--- config.mk ---
export PLATFORM = sky130hd
export DESIGN_NAME = dmem_dump_ctrl
export DESIGN_NICKNAME = d
export VERILOG_FILES = /design/src/rtl/dmem_pkg.sv /design/src/rtl/dmem_dump_ctrl_port_mux.sv /design/src/rtl/dmem_dump_ctrl.sv
export SDC_FILE = /design/constraint.sdc
export NUM_CORES = 1
export LEC_CHECK = 0
export CAP_MARGIN = 15
export CORE_MARGIN = 2
export CORE_UTILIZATION = 45
export DETAILED_ROUTE_END_ITERATION = 12
export PLACE_DENSITY = 0.82
export SLEW_MARGIN = 30
export SYNTH_ARGS = -nofsm -noshare
export SYNTH_HDL_FRONTEND = slang
export SYNTH_SLANG_ARGS = --single-unit
--- constraint.sdc ---
create_clock -name CLK -period 4.9 [get_ports CLK]
set_clock_uncertainty 0.05 [all_clocks]
set_input_delay 0.98 -clock CLK [delete_from_list [all_inputs] [get_ports CLK]]
set_output_delay 0.98 -clock CLK [all_outputs]
set_load 0.02 [all_outputs]
--- src/rtl/dmem_pkg.sv ---
// Shared types and helpers for the DataMemory dump controller.
// Build option: DMEM_DUMP_CPU_PRIO_EN lets the CPU win the port in READ.
package dmem_pkg;

  typedef enum logic [1:0] {
    IDLE,
    READ,
    HOLD,
    FIN
  } state_e;

  localparam int unsigned WORD_BYTES  = 4;
  localparam int unsigned DMEM_SIZE   = 1024;
  localparam int unsigned DMEM_OFFSET = 0;

  function automatic logic [63:0] word_align(
    input logic [63:0] addr
  );
    return addr & ~64'(WORD_BYTES - 1);
  endfunction

  function automatic logic [63:0] mem_end(
    input int unsigned offset,
    input int unsigned size
  );
    return 64'(offset) + 64'(WORD_BYTES) * 64'(size);
  endfunction

  localparam logic [63:0] MEM_END = mem_end(DMEM_OFFSET, DMEM_SIZE);

endpackage

--- src/rtl/dmem_dump_ctrl_port_mux.sv ---
// DataMemory port selection between CPU and dump engine.
// Purely combinational; grant comes from the dump sequencer.
module dmem_port_mux #(
  parameter int AW = 32,
  parameter int DW = 32
) (
  input  logic          grant,
  input  logic          cpu_req,
  input  logic          cpu_we,
  input  logic [AW-1:0] cpu_addr,
  input  logic [DW-1:0] cpu_wdata,
  input  logic [AW-1:0] dump_ptr,
  output logic          mem_en,
  output logic          mem_we,
  output logic [AW-1:0] mem_addr,
  output logic [DW-1:0] mem_wdata,
  output logic          cpu_stall
);

  always_comb begin
    mem_en    = cpu_req;
    mem_we    = cpu_req & cpu_we;
    mem_addr  = cpu_addr;
    mem_wdata = cpu_wdata;
    cpu_stall = 1'b0;
    if (grant) begin
      mem_en    = 1'b1;
      mem_we    = 1'b0;
      mem_addr  = dump_ptr;
      mem_wdata = '0;
      cpu_stall = cpu_req;
    end
  end

endmodule

--- src/rtl/dmem_dump_ctrl.sv ---
// DataMemory port arbiter plus range dump sequencer.
// Build option: DMEM_DUMP_CPU_PRIO_EN gives CPU requests priority in READ.
module dmem_dump_ctrl
  import dmem_pkg::*;
#(
  parameter int unsigned SIZE   = DMEM_SIZE,
  parameter int unsigned OFFSET = DMEM_OFFSET,
  parameter int          AW     = 32,
  parameter int          DW     = 32
) (
  input  logic          CLK,
  input  logic          RST,
  input  logic          start,
  input  logic [AW-1:0] base_addr,
  input  logic [15:0]   word_count,
  input  logic          cpu_req,
  input  logic          cpu_we,
  input  logic [AW-1:0] cpu_addr,
  input  logic [DW-1:0] cpu_wdata,
  output logic [DW-1:0] cpu_rdata,
  output logic          cpu_stall,
  output logic          mem_en,
  output logic          mem_we,
  output logic [AW-1:0] mem_addr,
  output logic [DW-1:0] mem_wdata,
  input  logic [DW-1:0] mem_rdata,
  output logic          dump_valid,
  input  logic          dump_ready,
  output logic [AW-1:0] dump_addr,
  output logic [DW-1:0] dump_data,
  output logic          busy,
  output logic          done,
  output logic          range_err
);

  localparam logic [63:0] OFF  = 64'(OFFSET);
  localparam logic [63:0] SPAN = mem_end(OFFSET, SIZE) - OFF;

  state_e        state_q, state_d;
  logic [AW-1:0] ptr_q, ptr_d;
  logic [15:0]   rem_q, rem_d;
  logic          busy_q, busy_d;
  logic          done_q, done_d;
  logic          err_q, err_d;
  logic          dv_q, dv_d;
  logic [AW-1:0] daddr_q, daddr_d;
  logic [DW-1:0] ddata_q, ddata_d;

  logic          grant;
  logic [63:0]   st_ptr, st_rel, st_len;
  logic [15:0]   st_rem;
  logic          st_err;

`ifdef DMEM_DUMP_CPU_PRIO_EN
  assign grant = (state_q == READ) && !cpu_req;
`else
  assign grant = (state_q == READ);
`endif

  // Offset-relative pointer: below-range addresses wrap huge and fail too.
  always_comb begin
    st_ptr = word_align(64'(base_addr));
    st_rel = st_ptr - OFF;
    st_len = 64'(word_count) << 2;
    st_rem = word_count;
    st_err = 1'b0;
    if (st_rel >= SPAN) begin
      st_rem = '0;
      st_err = 1'b1;
    end else if (st_rel + st_len > SPAN) begin
      st_rem = 16'((SPAN - st_rel) >> 2);
      st_err = 1'b1;
    end
  end

  always_comb begin
    state_d = state_q;
    ptr_d   = ptr_q;
    rem_d   = rem_q;
    busy_d  = busy_q;
    done_d  = 1'b0;
    err_d   = err_q;
    dv_d    = dv_q;
    daddr_d = daddr_q;
    ddata_d = ddata_q;
    unique case (state_q)
      IDLE: begin
        if (start) begin
          ptr_d   = AW'(st_ptr);
          rem_d   = st_rem;
          err_d   = st_err;
          busy_d  = 1'b1;
          state_d = (st_rem == '0) ? FIN : READ;
        end
      end
      READ: begin
        if (grant) begin
          dv_d    = 1'b1;
          daddr_d = ptr_q;
          ddata_d = mem_rdata;
          state_d = HOLD;
        end
      end
      HOLD: begin
        if (dv_q && dump_ready) begin
          dv_d    = 1'b0;
          ptr_d   = ptr_q + AW'(WORD_BYTES);
          rem_d   = rem_q - 16'd1;
          state_d = (rem_q == 16'd1) ? FIN : READ;
        end
      end
      FIN: begin
        done_d  = 1'b1;
        busy_d  = 1'b0;
        state_d = IDLE;
      end
      default: state_d = IDLE;
    endcase
  end

  always_ff @(posedge CLK or posedge RST) begin
    if (RST) begin
      state_q <= IDLE;
      ptr_q   <= '0;
      rem_q   <= '0;
      busy_q  <= 1'b0;
      done_q  <= 1'b0;
      err_q   <= 1'b0;
      dv_q    <= 1'b0;
      daddr_q <= '0;
      ddata_q <= '0;
    end else begin
      state_q <= state_d;
      ptr_q   <= ptr_d;
      rem_q   <= rem_d;
      busy_q  <= busy_d;
      done_q  <= done_d;
      err_q   <= err_d;
      dv_q    <= dv_d;
      daddr_q <= daddr_d;
      ddata_q <= ddata_d;
    end
  end

  dmem_port_mux #(
    .AW(AW),
    .DW(DW)
  ) u_port_mux (
    .grant    (grant),
    .cpu_req  (cpu_req),
    .cpu_we   (cpu_we),
    .cpu_addr (cpu_addr),
    .cpu_wdata(cpu_wdata),
    .dump_ptr (ptr_q),
    .mem_en   (mem_en),
    .mem_we   (mem_we),
    .mem_addr (mem_addr),
    .mem_wdata(mem_wdata),
    .cpu_stall(cpu_stall)
  );

  assign cpu_rdata  = mem_rdata;
  assign dump_valid = dv_q;
  assign dump_addr  = daddr_q;
  assign dump_data  = ddata_q;
  assign busy       = busy_q;
  assign done       = done_q;
  assign range_err  = err_q;

endmodule

==> impl_results.md, run 1 <==
* Maxcap violations at 0
* CTS Hold Buffers Added at 0
* Average wire per standard cell at 18.6 um
* Initial core utilization at 0.459
* Worst-Margin Slew at 0.732 ns
* Crit share post-route at 0.859
* Asr flop ratio synth at 1.00
* Cts bufs inserted at 17
* Max-slew violation count at 0
* Peak supply drop at between 0.2 and 0.3 mV
* DR DRC count at 0
* Outcome: completed
* Total number of vias at 9435
* Die area at 19400 um2
* P&R area growth vs syn at 46.4%
* Static Leak at around 5.2 nW
* Share of cells above drive strength 1 at 0.0672
* Sw Ratio at 0.391
* Cts repair resizes at 0
* Clk sink count at 114
* Worst-skew pair later-pin latency at ~0.4 ns
* I/O pins at 317
* Pre-CTS setup slack at 0.289 ns
* Antenna diodes at 0
* Post-synth EDFFs at 0
* Final Wtd Congestion at between 0.9 and 1
* Worst EP required at 5.14 ns
* Worst Setup End Kind: flop
* Rel. slew slack at 0.511
* Post-route ant nets at 0
* Crit path DAT at 4.45 ns
* Largest net degree at the start of global routing at 73
* DP HPWL at 24.1 mm
* Syn. warnings at 0
* Largest cells by area after synthesis: dfrtp_1, nand2_1, a21oi_1
* Crit-path max FO at 3
* Slowest cell on crit path: clkdlybuf4s50_1
* Die Width at 139 um
* Synth Flop Type: dfrtp_1
* Cell Area, Synth at 8250 um2
* Power Density at roughly 450 nW/um2
* Seq/Total Area, Yosys at 0.346
* Clock share of power at 0.235
* Seq cells post-synth at 114
* Critical path class: primary input to flop
* Largest area contributor in the netlist: dfrtp_1
* Chip height at around 140 um
* Combinational power share at 0.439
* Number of global-route vias before repair at 9187
* Fmax at about 0.24 GHz
* Synth unique cells at 65
* Final setup viols at 0
* Worst Hold Class: flop to flop
* CTS clk-pin slew, worst paths at 0.06 ns
* Initial antenna violation count at 0
* CTS Root Cell: clkbuf_16
* Crit path cell chain: clkdlybuf4s50_1 -> ha_1 -> fa_1 -> a211oi_1 -> buf_4 -> o211ai_1 -> a21oi_1 -> o21ai_0 -> mux2_2 -> a2111oi_2 -> and4_1 -> buf_4 -> a21oi_1 -> a311o_1
* Post-CTS Repair Setup Buffers at 0
* Core Area at 18000 um2
* Avg Cell Area, Syn at 7.23 um2
* Worst Setup Start Kind: primary input
* RSZ-0062 raised after global routing: no
* Final hold vios at 0
* Initial DRC count at 629
* Total internal power at between 3 and 4 mW
* Fin nets at 1586
* Cells after synthesis at 1141
* Vias per std cell at between 5 and 6
* Sw Pwr at 2.11 mW
* H-tree depth at 4
* Total GRT Usage at 0.309
* Routed WL at 30.8 mm
* CTS max path bufs at 2
* Setup ws final at roughly 0.69 ns
* CTS tree: done
* Post-synth top area share at 0.346
* Reg power frac at 0.325
* Pre-antenna DRT Iters at 5
* Critical Path Max Stage Delay at between 0.4 and 0.5 ns
* First-pass GRT wire length at 48.2 mm
* I/O Buffers at between 300 and 400
* FP Rows at 49
* Minimum clock period at 4.21 ns
* Global-route congestion overflow total at 0
* Setup TNS at 0 ns
[metrics by stage]
| stage | hold slack, ns | instance area, um2 | cells | utilization | power (mW) |
|---|---|---|---|---|---|
| floorplan | 0.423 | 8250 | 1142 | - | 2.99 |
| global placement | 0.407 | 11500 | 1625 | 0.638 | 4.01 |
| detailed placement | 0.411 | 11500 | 1625 | 0.638 | 4.09 |
| CTS | 0.425 | 12100 | 1657 | 0.672 | 5.38 |
| global route | 0.446 | 12100 | 1657 | 0.672 | 5.68 |
| finish | 0.421 | 12100 | 1657 | 0.672 | 5.38 |
[final timing paths]
path / slack (ns) / to / cells after the start / start
worst min-delay path: 0.42 / dump_data[19] / 2 / dump_data[19]
worst max register to register: 2.10 / rem_q[11] / 8 / state_q[1]
worst min register to register: 0.42 / dump_data[19] / 2 / dump_data[19]
worst max-delay path: 0.69 / rem_q[0] / 14 / word_count[0]
min in group asynchronous: 1.03 / dump_data[0] / 2 / RST
max in group asynchronous: 2.99 / dump_data[22] / 3 / RST
[sequential cells by signal, indices dropped and copies added, names as in the netlist]
| signal | flops |
|---|---|
| rem_q | 16 |
| busy | 1 |
| ptr_q | 30 |
| dump_addr | 30 |
| range_err | 1 |
| dump_valid | 1 |
| dump_data | 32 |
| state_q | 2 |
| done | 1 |
[cells in the final DEF, fill, tap and decap left out, types with 10 or more instances in the layout]
cell type          n
and2_1            41
clkbuf_16         17
buf_4             43
ha_1              20
o21ai_0           68
nand2_1          331
nor3_1            22
and3_1            13
nand2b_1          10
nor4_1            19
a21oi_1           93
o211ai_1          14
dfrtp_1          114
clkdlybuf4s50_1  312
nand4_1           14
inv_1             17
a31oi_1           13
nor2_1            75
o22ai_1           16
nand3_1           40
[power groups by stage]
stage | Clock (mW) | Sequential [mW] | Combinational, mW
floorplan | 0 | 1.98 | 1.00
global placement | 0 | 1.72 | 2.29
detailed placement | 0 | 1.75 | 2.34
CTS | 1.28 | 1.74 | 2.36
global route | 1.32 | 1.81 | 2.56
finish | 1.27 | 1.75 | 2.36
[layout make-up]
type,instances,area (um2)
clock buffer,22,474
fill,1558,5890
multi-input combinational,909,4810
sequential,114,2850
tap,229,287
clock inverter,10,131
inverter,18,72.6
timing repair buffer,355,3450
[logic make-up (layout without fill, tap and decap cells)]
family / Yosys count / count (layout) / share of synthesized area
AND/OR/NAND/NOR: 603 / 603 / 0.329
other: 1 / 2 / 0.000455
buffers and inverters: 119 / 405 / 0.0749
multiplexers: 4 / 4 / 0.00516
adder cells (fa/ha/maj): 21 / 21 / 0.0328
flip-flops: 114 / 114 / 0.346
AO/OA/AOI/OAI: 263 / 263 / 0.195
XOR/XNOR: 16 / 16 / 0.0170
[synthesized netlist by cell type (6+ instances only)]
cell type  instances
o21a_1             6
ha_1              20
o211ai_1          14
xnor2_1            8
nand4_1           14
or3_1              7
clkbuf_1          50
nand2b_1          11
o22ai_1           16
xor2_1             8
buf_2              8
nand2_1          331
buf_4             37
a21oi_1           93
nor3_1            23
and2_1            41
a31oi_1           13
o21ai_0           68
nand3_1           40
nor4_1            19
dfrtp_1          114
inv_1             18
or2_2              8
nor2_1            76
and3_1            13
[routing by layer]
layer  wire length (um)  track usage  share of wire
met3               2400       0.0499          0.078
met2              15500        0.542           0.50
met1              12300        0.394           0.40
met5                  0            0              0
met4                609       0.0920          0.020
[critical path, delay by kind of cell]
family / cells / cell delay (ns)
muxes: 1 / 0.30
buffers and inverters: 3 / 0.78
AOI/OAI and AO/OA: 7 / 1.40
adders and majority gates: 2 / 0.64
and+or+nand+nor: 1 / 0.35
Note: power is estimated with default switching activity, not from simulation.
==> run 2, diff against run 1 <==
TNS_END_PERCENT = 100   (was unset)
==> results of run 2 <==
Same layout as run 1: the final DEF is identical, and so are final timing and power.
==> run 3, diff against run 2 <==
ABC_AREA = 1   (was unset)
CORE_UTILIZATION = 46   (was 45)
==> impl_results.md, run 3 <==
* Critical path class: primary input to flop
* Average wire per standard cell at 15.8 um (-15%)
* P&R area growth vs syn at 42.7%
* Most frequent cell after synthesis: nand2_1
* CTS tree: done
* Chip height at 141 um (+1.4%)
* Post-route cell area at 12400 um2 (+2.6%)
* Power Density at 528 nW/um2 (+18%)
* Total GRT Usage at 0.289 (-0.0201)
* Final Wtd Congestion at 0.979 (+0.90%)
* Crit path cell chain: clkdlybuf4s50_1 -> ha_1 -> fa_1 -> nand2_1 -> nand2_1 -> nand3_1 -> nand2_1 -> xnor2_1 -> nand3_1 -> o21ai_0 -> nand3_1 -> nor2_4 -> nand2_2 -> nand2_1 -> nand3_1 -> nand2_1 -> inv_1 -> nand2_1 -> nor2_1 -> nand2_1 -> nand2_1 -> nand2_1 -> nand2_1
* Initial antenna violation count at 2 (+2)
* Largest cells by area after synthesis: dfrtp_1, nand2_1, inv_1
* Rel. slew slack at 0.382 (-0.129)
* Static Leak at 6.29 nW (+21%)
* Pre-antenna DRT Iters at 5 (unchanged)
* Setup ws final at 0.531 ns (-0.158 ns)
* Maxcap violations at 0 (unchanged)
* Synth Area in Compound Gates at 0.0958 (-0.0992)
* Largest area contributor in the netlist: dfrtp_1
* Commonest cells in the netlist: nand2_1, inv_1, nor2_1
* Number of global-route vias before repair at 8976 (-2.3%)
* Seq/Total Area, Yosys at 0.329 (-0.0172)
* DR DRC count at 0 (unchanged)
* Post-synth top area share at 0.329 (-0.0172)
* Largest net degree at the start of global routing at 95 (+30%)
* Final setup viols at 0 (unchanged)
* Critical Path Max Stage Delay at 0.47 ns (about the same)
* First-pass GRT wire length at 45.9 mm (-4.9%)
* Avg Cell Area, Syn at 6.31 um2 (-13%)
* Final hold vios at 0 (unchanged)
* CTS Hold Buffers Added at 0 (unchanged)
* Fin util at 0.667 (-0.00554)
* Post-synth EDFFs at 0 (unchanged)
* Crit share post-route at 0.892 (+0.0322)
* Peak supply drop at 0.526 mV (+82%)
* Post-CTS Repair Setup Buffers at 0 (unchanged)
* I/O pins at 317 (unchanged)
* Final std cells w/o fill at 1888 (+14%)
* Die Width at 141 um (+1.4%)
* Initial core utilization at 0.467 (+0.00799)
* Worst Hold Class: flop to flop
* Worst Setup End Kind: flop
* Worst EP required at 5.15 ns (about the same)
* Most frequent cells in the layout: nand2_1, clkdlybuf4s50_1, inv_1
* Initial DRC count at 528 (-16%)
* Most common cell after layout, fill and taps aside: nand2_1
* Post-route ant nets at 0 (unchanged)
* Max-slew violation count at 0 (unchanged)
* CTS Root Cell: clkbuf_16
* DP HPWL at 23.6 mm (-2.2%)
* Die area at 20000 um2 (+2.9%)
* Largest family of logic cells by synthesized area: simple AND/OR/NAND/NOR gates
* Worst-skew pair later-pin latency at 0.42 ns (about the same)
* Slowest cell on crit path: clkdlybuf4s50_1
* Most frequent CP cell: nand2_1
* Cells after synthesis at 1375 (+21%)
* I/O Buffers at 312 (unchanged)
* Pre-CTS setup slack at 0.108 ns (-0.181 ns)
* Cts repair resizes at 0 (unchanged)
* Max reg flops at 32 (unchanged)
* Vias per std cell at 5.13 (-9.9%)
* Multiplexer area fraction after synthesis at 0.00115 (-0.00400)
* CTS max path bufs at 2 (unchanged)
* Synth Flop Type: dfrtp_1
* Asr flop ratio synth at 1.00 (unchanged)
* Global-route congestion overflow total at 0 (unchanged)
* Tot Pwr at 6.54 mW (+21%)
* Routed WL at 29.8 mm (-3.2%)
* Fin nets at 1810 (+14%)
* H-tree depth at 4 (unchanged)
* CTS clk-pin slew, worst paths at 0.06 ns (about the same)
* Syn. warnings at 0 (unchanged)
* FILL cells at 1649 (+5.8%)
* Simple-gate share of the synthesized area at 0.377 (+0.0478)
* Synth unique cells at 46 (-29%)
* RSZ-0062 raised after global routing: no
* Crit path DAT at 4.62 ns (+0.17 ns)
* Worst-Margin Slew at 0.926 ns (+0.194 ns)
* Outcome: completed
* Minimum clock period at 4.37 ns (+0.158 ns)
* Inst Count DP at 1854 (+14%)
* Clk sink count at 114 (unchanged)
* DP Area at 11700 um2 (+2.4%)
* Worst Setup Start Kind: primary input
* Cts bufs inserted at 17 (unchanged)
* Cell Area, Synth at 8680 um2 (+5.2%)
* Fmax at 0.229 GHz (-3.6%)
* Post-Synth XOR/XNOR Area at 0.0262 (+0.00924)
* Share of cells above drive strength 1 at 0.0454 (-0.0218)
* Adder-cell area share of the yosys netlist at 0.0311 (-0.00163)
* FP Rows at 50 (+2.0%)
* Core Area at 18600 um2 (+3.4%)
* Hold slack at 0.417 ns (-0.00409 ns)
* Crit-path max FO at 16 (+13)
* Setup TNS at 0 ns (unchanged)
* Seq cells post-synth at 114 (unchanged)
* Total number of vias at 9687 (+2.7%)
run 3: cell count changes after synthesis, sizes merged, moves of 13 or more:
cell / change
xor2: +16
a21oi: -46
nand3: +45
clkbuf: -13
inv: +183
nand2: +168
and2: -41
nor2: +51
run 3: area by class of cell:
class | count | area (um2) | share of cell area
antenna | 2 | 5.00 | 0.000404
clock buffer | 17 | 425 | 0.0344
clock inverter | 15 | 206 | 0.0167
inverter | 204 | 772 | 0.0623
multi-input combinational | 979 | 4620 | 0.373
sequential | 114 | 2850 | 0.230
tap | 234 | 293 | 0.0236
timing repair buffer | 323 | 3210 | 0.259
run 3: path summary, 6_finish.rpt:
| path | cells after the start | end | from | slack, ns |
|---|---|---|---|---|
| setup / recovery | 23 | state_q[1] | base_addr[2] | 0.53 |
| hold / removal | 2 | dump_addr[7] | dump_addr[7] | 0.42 |
| setup reg to reg | 16 | ptr_q[26] | ptr_q[2] | 1.70 |
| hold reg to reg | 2 | dump_addr[7] | dump_addr[7] | 0.42 |
| max in group asynchronous | 3 | dump_data[18] | RST | 2.95 |
| min in group asynchronous | 2 | dump_data[17] | RST | 0.99 |
run 3: power breakdown:
part           total (mW)  switching, mW  leakage (nW)  internal (mW)
Combinational        3.47           2.09          4.56           1.38
Clock                1.33          0.475         0.304          0.856
Sequential           1.74          0.352          1.42           1.39
Total                6.54           2.92          6.29           3.62
run 3: worst max-delay path: cells and delay by family:
family,cells,cell delay [ns]
AO/OA/AOI/OAI,1,0.35
XOR/XNOR,1,0.20
adder cells (fa/ha/maj),2,0.65
buffers and inverters,2,0.51
AND/OR/NAND/NOR,17,1.96
run 3: cell families (layout without fill, tap and decap cells):
kind of cell,count (synthesis),count (layout)
AO/OA/AOI/OAI,149,149
XOR/XNOR,26,26
adder cells (fa/ha/maj),21,21
buffers and inverters,283,559
flip-flops,114,114
multiplexers,1,1
other,1,4
AND/OR/NAND/NOR,780,780
run 3: metal layers:
layer,GRT usage,vias up,share of wire
met4,0.116,0,0.035
met1,0.362,4429,0.41
li1,-,4826,-
met5,0,-,0
met2,0.496,372,0.49
met3,0.0530,60,0.068
==> patch, RTL diff (settings of run 2) <==
`AW` is set to 32 in 2 places; all go to 16.
--- a/src/rtl/dmem_dump_ctrl_port_mux.sv
+++ b/src/rtl/dmem_dump_ctrl_port_mux.sv
@@ -1,7 +1,7 @@
 // DataMemory port selection between CPU and dump engine.
 // Purely combinational; grant comes from the dump sequencer.
 module dmem_port_mux #(
-  parameter int AW = 32,
+  parameter int AW = 16,
   parameter int DW = 32
 ) (
   input  logic          grant,
--- a/src/rtl/dmem_dump_ctrl.sv
+++ b/src/rtl/dmem_dump_ctrl.sv
@@ -5,7 +5,7 @@
 #(
   parameter int unsigned SIZE   = DMEM_SIZE,
   parameter int unsigned OFFSET = DMEM_OFFSET,
-  parameter int          AW     = 32,
+  parameter int          AW     = 16,
   parameter int          DW     = 32
 ) (
   input  logic          CLK,
Ports: changed (resized base_addr, cpu_addr, dump_addr and mem_addr); port bits go from 317 to 253. No check against the original RTL was run, so the function may have changed too.
==> patch against run 2 <==
- total power is 30% lower
- wire length decreased by 37%
- sequential power is 31% lower
- hold slack better by 0.0049 ns
- area after synthesis fell by 33%
- cell count is 35% lower
- sequential cell count is 32 lower
- non-clock buffer count down 97
- fmax fell by 2.0%
- worst setup slack got worse by 0.086 ns
- synthesized cell count decreased by 37%
- final area shrank 32%
- critical path type unchanged
==> patch: results (changes against run 2) <==
- 248 — number of buffers inserted by port buffering, -21%
- 0.713 ns — Least-Margin Pin Slew, -0.0191 ns
- 0.311 — area share of buffers outside the clock network, +0.0261
- 1057 — Final nets, -33%
- 0.246 ns — worst setup slack after placement, -0.0433 ns
- 2.12 ns — Reg2Reg Setup Slack, +0.02 ns
- 5908 — routed via count, -37%
- 5408 — number of global-route vias before repair, -41%
- 0.422 — switching portion of total power, +0.0307
- 0.189 mV — worst ir drop on vdd, -34%
- 0.0441 — arithmetic-cell share of the synthesized area counting full adders, half adders and majority gates, +0.0114
- 0.678 mW — clock group total power, -47%
- 1.21 mW — sequential power, -31%
- 0.166 — compound-gate portion of the synthesized area, -0.0287
- 1 — antenna violations before repair, +1
- 0.291 — global-route usage over all layers, -0.0180
- 0.0422 — share of post-route cells with drive strength above 1, -0.0251
- 205 x nand2_1, 82 x dfrtp_1, 46 x a21oi_1 — most used standard cells in the synthesized netlist
- 1002 — # fillers, -36%
- dfrtp_1 37%, nand2_1 14%, buf_4 4.7% — top post-synthesis cells by area
- completed — outcome
- 0.0275 — post-synthesis mux area share, +0.0223
- 0.930 — weighted congestion at the end of routability-driven global placement, -4.2%
- 0.249 — sequential portion of the cell area, +0.0124
- 525 — DRC violation total after the first TritonRoute iteration, -17%
- 60 — count of distinct cell types in the synthesized netlist, -7.7%
- 18.1 um — average routed wire per standard cell, -2.5%
==> patch: changes by cell type after synthesis, sizes merged, moves of 20 or more <==
cell,before,now
a21oi,94,46
clkbuf,50,30
dfrtp,114,82
nand2,332,205
nand3,41,14
nor2,76,36
o21ai,71,44
==> patch: final timing paths <==
check | startpoint | endpoint | cells past startpoint
min in group asynchronous | RST | dump_addr[4]$_DFFE_PP0P_ | 2
hold / removal | dump_addr[12]$_DFFE_PP0P_ | dump_addr[12]$_DFFE_PP0P_ | 2
setup reg to reg | state_q[1]$_DFFE_PP0P_ | rem_q[7]$_DFFE_PP0P_ | 7
hold reg to reg | dump_addr[12]$_DFFE_PP0P_ | dump_addr[12]$_DFFE_PP0P_ | 2
max in group asynchronous | RST | dump_data[18]$_DFFE_PP0P_ | 3
setup / recovery | word_count[0] | rem_q[13]$_DFFE_PP0P_ | 12
